<file path="src/rtl/ntt_address_controller_pkg.sv">
// ntt_pkg: shared definitions for the NTT address controller.
// Contents:
//   state_t      - controller FSM states
//   addr_pair_t  - operand address pair as 32-bit fields; callers truncate
//   ntt_pair()   - butterfly address pair for (stage, j) in an in-place
//                  radix-2 NTT over 2^nstages coefficients
package ntt_pkg;

    typedef enum logic [1:0] {
        IDLE   = 2'd0,
        RUN    = 2'd1,
        DRAIN  = 2'd2,
        FINISH = 2'd3
    } state_t;

    typedef struct packed {
        logic [31:0] a;
        logic [31:0] b;
    } addr_pair_t;

    // Butterfly j of a stage splits into group g and offset o within that
    // group.
    // - Each group spans 2*d coefficients, where d = 1 << stage.
    // - The upper operand sits at the group base plus o.
    // - The lower operand sits d above the upper operand.
    function automatic addr_pair_t ntt_pair(
        input logic [31:0] stage,
        input logic [31:0] j,
        input int unsigned nstages
    );
        logic [31:0] d;
        logic [31:0] g;
        logic [31:0] o;
        logic [31:0] a;
        logic [31:0] mask;
        addr_pair_t  pair;
        d       = 32'd1 << stage;
        g       = j >> stage;
        o       = j & (d - 32'd1);
        a       = (g << (stage + 32'd1)) | o;
        mask    = (32'd1 << nstages) - 32'd1;
        pair.a  = a & mask;
        pair.b  = (a + d) & mask;
        return pair;
    endfunction

endpackage

</file>
<file path="src/rtl/ntt_address_controller_if.sv">
// ntt_address_controller_if: bus between the NTT address controller and the
// memory, twiddle generator and butterfly datapath around it.
// Signals:
//   start                   - request to run a full NTT (into the controller)
//   busy, finished          - operation status
//   done                    - butterfly-issue strobe for the twiddle generator
//   stage                   - stage currently being read
//   readEn, readAddrA/B     - read address pair
//   writeEn, writeAddrA/B   - write-back address pair
// Modports:
//   master - the controller
//   slave  - the consumer of the address streams
interface ntt_address_controller_if #(
    parameter int numberStages = 8
);
    localparam int STAGE_W = (numberStages > 1) ? $clog2(numberStages) : 1;

    logic                    start;
    logic                    busy;
    logic                    done;
    logic [STAGE_W-1:0]      stage;
    logic                    readEn;
    logic [numberStages-1:0] readAddrA;
    logic [numberStages-1:0] readAddrB;
    logic                    writeEn;
    logic [numberStages-1:0] writeAddrA;
    logic [numberStages-1:0] writeAddrB;
    logic                    finished;

    modport master (
        input  start,
        output busy, done, stage, readEn, readAddrA, readAddrB,
               writeEn, writeAddrA, writeAddrB, finished
    );

    modport slave (
        output start,
        input  busy, done, stage, readEn, readAddrA, readAddrB,
               writeEn, writeAddrA, writeAddrB, finished
    );

endinterface

</file>
<file path="src/rtl/ntt_address_controller_delay_line.sv">
// ntt_delay_line: shift register, WIDTH bits wide and DEPTH stages deep.
// It has a synchronous clear.
// Ports:
//   clk   - clock
//   clear - synchronous clear of every stage
//   din   - value entering the line
//   dout  - value that entered DEPTH cycles earlier
module ntt_delay_line #(
    parameter int WIDTH = 1,
    parameter int DEPTH = 1
) (
    input  logic             clk,
    input  logic             clear,
    input  logic [WIDTH-1:0] din,
    output logic [WIDTH-1:0] dout
);

    logic [WIDTH-1:0] taps [DEPTH];

    always_ff @(posedge clk) begin
        if (clear) begin
            for (int i = 0; i < DEPTH; i++) begin
                taps[i] <= '0;
            end
        end else begin
            taps[0] <= din;
            for (int i = 1; i < DEPTH; i++) begin
                taps[i] <= taps[i-1];
            end
        end
    end

    assign dout = taps[DEPTH-1];

endmodule

</file>
<file path="src/rtl/ntt_address_controller.sv">
// ntt_address_controller: sequences every stage of an in-place radix-2 NTT
// over 2^numberStages coefficients.
//
// Operation:
//   - Issues one butterfly read pair per cycle.
//   - Pulses done once for each butterfly issued.
//   - Replays the read pair as a write pair bfLatency cycles later.
//   - Between stages, pauses reads for bfLatency cycles. This lets the last
//     write of a stage land before the next stage reads.
//
// Ports:
//   clk - clock
//   rst - synchronous active-high reset; aborts any operation in flight
//   bus - ntt_address_controller_if master modport
//         (start in; status and address streams out)
module ntt_address_controller
    import ntt_pkg::*;
#(
    parameter int numberStages = 8,
    parameter int bfLatency    = 4
) (
    input  logic                    clk,
    input  logic                    rst,
    ntt_address_controller_if.master bus
);

    localparam int STAGE_W = (numberStages > 1) ? $clog2(numberStages) : 1;
    localparam int DL_W    = 1 + 2 * numberStages;

    localparam logic [numberStages-1:0] J_LAST     = numberStages'((1 << (numberStages - 1)) - 1);
    localparam logic [STAGE_W-1:0]      STAGE_LAST = STAGE_W'(numberStages - 1);
    localparam logic [3:0]              DRAIN_LAST = 4'(bfLatency - 1);

    state_t                  state;
    state_t                  next_state;
    logic [numberStages-1:0] j;
    logic [numberStages-1:0] next_j;
    logic [STAGE_W-1:0]      stage_cnt;
    logic [STAGE_W-1:0]      next_stage;
    logic [3:0]              drain_cnt;
    logic [3:0]              next_drain;

    addr_pair_t              pair;
    logic                    unused_pair_bits;

    logic                    read_en_q;
    logic [numberStages-1:0] addr_a_q;
    logic [numberStages-1:0] addr_b_q;
    logic                    busy_q;
    logic                    finished_q;
    logic [STAGE_W-1:0]      stage_q;

    logic [DL_W-1:0]         dl_out;

    // State register and the butterfly, stage and drain counters.
    always_ff @(posedge clk) begin
        if (rst) begin
            state     <= IDLE;
            j         <= '0;
            stage_cnt <= '0;
            drain_cnt <= '0;
        end else begin
            state     <= next_state;
            j         <= next_j;
            stage_cnt <= next_stage;
            drain_cnt <= next_drain;
        end
    end

    // Next-state logic.
    // Outputs are registered from the next-state values, so every output
    // describes the state the FSM is entering.
    always_comb begin
        next_state = state;
        next_j     = j;
        next_stage = stage_cnt;
        next_drain = drain_cnt;
        case (state)
            IDLE: begin
                if (bus.start) begin
                    next_state = RUN;
                    next_j     = '0;
                    next_stage = '0;
                end
            end
            RUN: begin
                if (j == J_LAST) begin
                    next_state = DRAIN;
                    next_j     = '0;
                    next_drain = '0;
                end else begin
                    next_j = j + numberStages'(1);
                end
            end
            DRAIN: begin
                if (drain_cnt == DRAIN_LAST) begin
                    if (stage_cnt == STAGE_LAST) begin
                        next_state = FINISH;
                    end else begin
                        next_state = RUN;
                        next_stage = stage_cnt + STAGE_W'(1);
                    end
                end else begin
                    next_drain = drain_cnt + 4'd1;
                end
            end
            FINISH: begin
                next_state = IDLE;
                next_stage = '0;
            end
            default: begin
                next_state = IDLE;
            end
        endcase
    end

    assign pair             = ntt_pair(32'(next_stage), 32'(next_j), numberStages);
    assign unused_pair_bits = ^{pair.a[31:numberStages], pair.b[31:numberStages]};

    // Registered read side and status outputs.
    // Addresses are held at zero when no read is issued. Idle entries in the
    // write stream therefore carry zero addresses as well.
    always_ff @(posedge clk) begin
        if (rst) begin
            read_en_q  <= 1'b0;
            addr_a_q   <= '0;
            addr_b_q   <= '0;
            busy_q     <= 1'b0;
            finished_q <= 1'b0;
            stage_q    <= '0;
        end else begin
            read_en_q  <= (next_state == RUN);
            addr_a_q   <= (next_state == RUN) ? pair.a[numberStages-1:0] : '0;
            addr_b_q   <= (next_state == RUN) ? pair.b[numberStages-1:0] : '0;
            busy_q     <= (next_state != IDLE);
            finished_q <= (next_state == FINISH);
            stage_q    <= next_stage;
        end
    end

    // Write-back stream: the registered read stream delayed by the butterfly
    // latency.
    ntt_delay_line #(
        .WIDTH (DL_W),
        .DEPTH (bfLatency)
    ) u_delay (
        .clk   (clk),
        .clear (rst),
        .din   ({read_en_q, addr_a_q, addr_b_q}),
        .dout  (dl_out)
    );

    assign bus.readEn     = read_en_q;
    assign bus.done       = read_en_q;
    assign bus.readAddrA  = addr_a_q;
    assign bus.readAddrB  = addr_b_q;
    assign bus.busy       = busy_q;
    assign bus.finished   = finished_q;
    assign bus.stage      = stage_q;
    assign bus.writeEn    = dl_out[DL_W-1];
    assign bus.writeAddrA = dl_out[2*numberStages-1:numberStages];
    assign bus.writeAddrB = dl_out[numberStages-1:0];

endmodule
</file>
<file path="src/flat_wrapper.sv">
// flat-port wrapper written by rule: the top's interface ports become plain ports
module ntt_address_controller_flat import ntt_pkg::*;
#(
    parameter int numberStages = 8,
    parameter int bfLatency    = 4
)
  (clk, rst, bus_start, bus_busy, bus_done, bus_stage, bus_readEn, bus_readAddrA, bus_readAddrB, bus_writeEn, bus_writeAddrA, bus_writeAddrB, bus_finished);
  ntt_address_controller_if #(.numberStages(numberStages)) bus_i ();
  input  logic clk;
  input  logic rst;
  input wire logic [$bits(bus_i.start)-1:0] bus_start;
  output wire logic [$bits(bus_i.busy)-1:0] bus_busy;
  output wire logic [$bits(bus_i.done)-1:0] bus_done;
  output wire logic [$bits(bus_i.stage)-1:0] bus_stage;
  output wire logic [$bits(bus_i.readEn)-1:0] bus_readEn;
  output wire logic [$bits(bus_i.readAddrA)-1:0] bus_readAddrA;
  output wire logic [$bits(bus_i.readAddrB)-1:0] bus_readAddrB;
  output wire logic [$bits(bus_i.writeEn)-1:0] bus_writeEn;
  output wire logic [$bits(bus_i.writeAddrA)-1:0] bus_writeAddrA;
  output wire logic [$bits(bus_i.writeAddrB)-1:0] bus_writeAddrB;
  output wire logic [$bits(bus_i.finished)-1:0] bus_finished;
  assign bus_i.start = bus_start;
  assign bus_busy = bus_i.busy;
  assign bus_done = bus_i.done;
  assign bus_stage = bus_i.stage;
  assign bus_readEn = bus_i.readEn;
  assign bus_readAddrA = bus_i.readAddrA;
  assign bus_readAddrB = bus_i.readAddrB;
  assign bus_writeEn = bus_i.writeEn;
  assign bus_writeAddrA = bus_i.writeAddrA;
  assign bus_writeAddrB = bus_i.writeAddrB;
  assign bus_finished = bus_i.finished;
  ntt_address_controller #(.numberStages(numberStages), .bfLatency(bfLatency)) u_core (.clk(clk), .rst(rst), .bus(bus_i));
endmodule
</file>
<file path="config.mk">
export PLATFORM = sky130hd
export DESIGN_NAME = ntt_address_controller_flat
export DESIGN_NICKNAME = d
export VERILOG_FILES = /design/src/rtl/ntt_address_controller_pkg.sv /design/src/rtl/ntt_address_controller_if.sv /design/src/rtl/ntt_address_controller_delay_line.sv /design/src/rtl/ntt_address_controller.sv /design/src/flat_wrapper.sv
export SDC_FILE = /design/constraint.sdc
export NUM_CORES = 1
export LEC_CHECK = 0
export ABC_CLOCK_PERIOD_IN_PS = 5600
export CAP_MARGIN = 5
export CORE_MARGIN = 2
export CORE_UTILIZATION = 55
export DETAILED_ROUTE_END_ITERATION = 8
export PLACE_DENSITY = 0.87
export SLEW_MARGIN = 10
export SYNTH_ARGS = -nofsm -noshare
export SYNTH_HDL_FRONTEND = slang
export SYNTH_SLANG_ARGS = --single-unit
</file>
<file path="constraint.sdc">
create_clock -name clk -period 5.6 [get_ports clk]
set_input_delay 0.84 -clock clk [delete_from_list [all_inputs] [get_ports clk]]
set_output_delay 0.84 -clock clk [all_outputs]
set_load 0.03 [all_outputs]
</file>
==> flow_summary.toml <==
[run_status]
status = "complete, no violations"

[global_routing]
grt_pass1_vias = 3363
busiest_layer = "met2"
grt_overflow_total = 0
track_usage_pct = 23.0
use_met1_pct = 28.3
antenna_found_initial = 0
met3_usage_pct = 5.09
grt_start_max_net_pins = 87
grt_pass1_wl_um = 16400
met2_usage_pct = 39.3

[sta]
fin_crit_sh_pct = 90.9
fmax_ghz = 0.197
worst_slew_pin_slew_ns = 0.829
skew_ns = 0.0175
setup_viol = 0
fin_crit_ns = 5.09
maxSlewViolCount = 0
setup_tns_ns = 0
slew_headroom_pct = 43.1
rsz0062_at_grt = "no"
final_hold_viol_count = 0

[logic_synthesis]
synth_area_leaders = "dfxtp_1 (44%), nor2b_1 (9.6%), ha_1 (5.1%), nor2_1 (3.1%), nand2_1 (2.7%)"
synth_adder_area_share_pct = 5.51
synth_edf_count = 0
yosys_most_used_dff = "dfxtp_1"
post_synth.cell_area_avg_um2 = 9.44
synth_top_family_by_area = "simple AND/OR/NAND/NOR gates"
syn_nets = 519
seq_area_frac_synth_pct = 44.5
syn-cell-area_um2 = 4680
synth-xor-area-share_pct = 2.62
synth.area.mux_share_pct = 1.76
synth_top_area_share_pct = 44.5
synth_cell_types = 79
async_flop_share_pct = 0
yosys_warnings = 0
synth_top_area_cell = "dfxtp_1"
synthSimpleGateAreaFrac_pct = 24.4
synth-compound-area-share_pct = 16.9
netlist_instances = 496
ys_seq_elements = 104

[critical_path]
reg2regPathDepth = 21
reg2reg_to = "u_core.bus.readAddrB[7]$_SDFF_PP0_"
critPathLaunchType = "primary input"
crit_fanout = 17
path_class = "primary input to register"
cp.arrival_ns = 5.34
worstPathRequired_ns = 5.85
cp-end-kind = "register"
reg2reg_from = "u_core.state[0]$_SDFF_PP0_"
r2r_slack_ns = 0.64

[die]
core_um2 = 8220
pin_count = 43
rows = 33
die_h_um = 96.3
die_w_um = 96.3
initial_core_util_pct = 57.0
dieArea_um2 = 9260

[clock_tree]
clk_pin_slew_ns = 0.11
hold_buffers = 0
cts.sinks = 104
cts_setup_buffers = 0
clock_latency_ns = 0.36
cts_resized = 0
cts_buffer_depth = 2
cts_root_buf = "clkbuf_8"
cts_max_level = 3
cts_inserted_buffers = 9
cts_tree = "built"

[pwr]
peakVddDrop_uv = 130
p_leak_nw = 2.13
power_density_nw_per_um2 = 241

[place]
io_buffers = 42
dpl.hpwl_um = 7280
gp_congestion = 0.966

[finish]
final_cell_mix = "dfxtp_1 (104), nor2b_1 (72), clkdlybuf4s50_1 (41), nor2_1 (39), nand2_1 (34)"
nets = 560
syn2layout_area_growth_pct = 14.9
final_common_cell = "dfxtp_1"
fin_util_pct = 65.4
antennaDiodeCount = 0
layout-drive-gt1-share_pct = 10.1

[routing]
vias = 3604
drt_iter0_markers = 166
ant_nets = 0
drc_errors = 0
drt-vias-per-instance = 5.57
routed_wl_um = 10200
wl_per_cell_um = 15.8
firstDrtPassIters = 5

[min_path]
holdPathEnd = "u_core.u_delay.taps[1][5]$_SDFF_PP0_"
hp-class = "register to register"
worstHoldStart = "u_core.u_delay.taps[0][5]$_SDFF_PP0_"
worstHoldPathCells = 1

[job]
drv_cap = 0
[how the worst max path moves through the flow]
stage	startpoint	to	slack [ns]	cells past startpoint
finish	bus_start	u_core.bus.readAddrB[7]$_SDFF_PP0_	0.51	20
floorplan	bus_start	u_core.bus.readAddrB[6]$_SDFF_PP0_	0.79	18
global placement	bus_start	u_core.bus.readAddrB[6]$_SDFF_PP0_	0.38	17
global route	bus_start	u_core.bus.readAddrB[6]$_SDFF_PP0_	0.30	17
detailed placement	bus_start	u_core.bus.readAddrB[6]$_SDFF_PP0_	0.28	17
CTS	bus_start	u_core.bus.readAddrB[6]$_SDFF_PP0_	0.68	17
[synthesized netlist by cell type (10+ instances only)]
cell type,instances
clkbuf_1,15
a21oi_1,19
ha_1,19
nor2_1,39
and2_1,11
nand3_1,11
dfxtp_1,104
inv_1,10
nand2_1,34
o21ai_0,15
nor2b_1,72
xnor2_1,10
[per-stage QoR]
stage / instance area [um^2] / setup slack, ns / power, mW / cells / hold slack, ns
6_report: 5380 / 0.512 / 1.30 / 647 / 0.437
5_1_grt: 5380 / 0.303 / 1.34 / 647 / 0.436
3_3_place_gp: 5170 / 0.384 / 0.858 / 631 / 0.415
4_1_cts: 5380 / 0.684 / 1.31 / 647 / 0.437
3_5_place_dp: 5170 / 0.282 / 0.860 / 631 / 0.422
2_1_floorplan: 4680 / 0.789 / 0.834 / 496 / 0.414
[state kept, by name, indices dropped and copies added (netlist names)]
register,cells
u_core.u_delay.taps,68
u_core.bus.readAddrA,8
u_core.bus.readAddrB,8
u_core.j,8
u_core.drain_cnt,4
u_core.bus.stage,3
u_core.state,2
u_core.bus.busy,1
u_core.bus.done,1
u_core.bus.finished,1
[worst max-delay path, cell delays in order]
cell and delay (ns):
clkdlybuf4s50_1 0.50, and2b_2 0.26, o31ai_1 0.44, nand2_4 0.18
inv_4 0.21, buf_4 0.20, a211oi_2 0.08, nor2_1 0.20
a22oi_1 0.16, mux2i_1 0.22, nand2_1 0.08, o21ai_0 0.19
ha_1 0.34, a21o_1 0.18, a21oi_1 0.15, nor2_1 0.06
a211oi_1 0.54, a22oi_1 0.19, xnor2_1 0.23, nor2_1 0.06
[kinds of logic after synthesis]
kind of cell / after synthesis
DFF: 104
buffers and inverters: 37
xor gates and xnor gates: 14
adders and majority gates: 20
and+or+nand+nor: 209
AOI/OAI and AO/OA: 104
muxes: 8
[final cells by class]
cell class / count / area (um^2)
sequential: 104 / 2080
timing repair buffer: 54 / 505
clock buffer: 9 / 124
multi-input combinational: 355 / 2400
tap: 105 / 131
clock inverter: 7 / 85.1
fill: 638 / 2840
inverter: 13 / 52.6
[power breakdown]
part           switching (mW)  total, mW  internal, mW
Combinational          0.0582     0.0888        0.0306
Clock                   0.275      0.453         0.179
Sequential            0.00609      0.755         0.749
[routing by layer]
metal,vias to the layer above,wire (um)
li1,1802,-
met1,1687,4530
met2,103,5070
met3,12,482
met4,0,164
met5,-,0
Power figures use the tool's default switching activity.
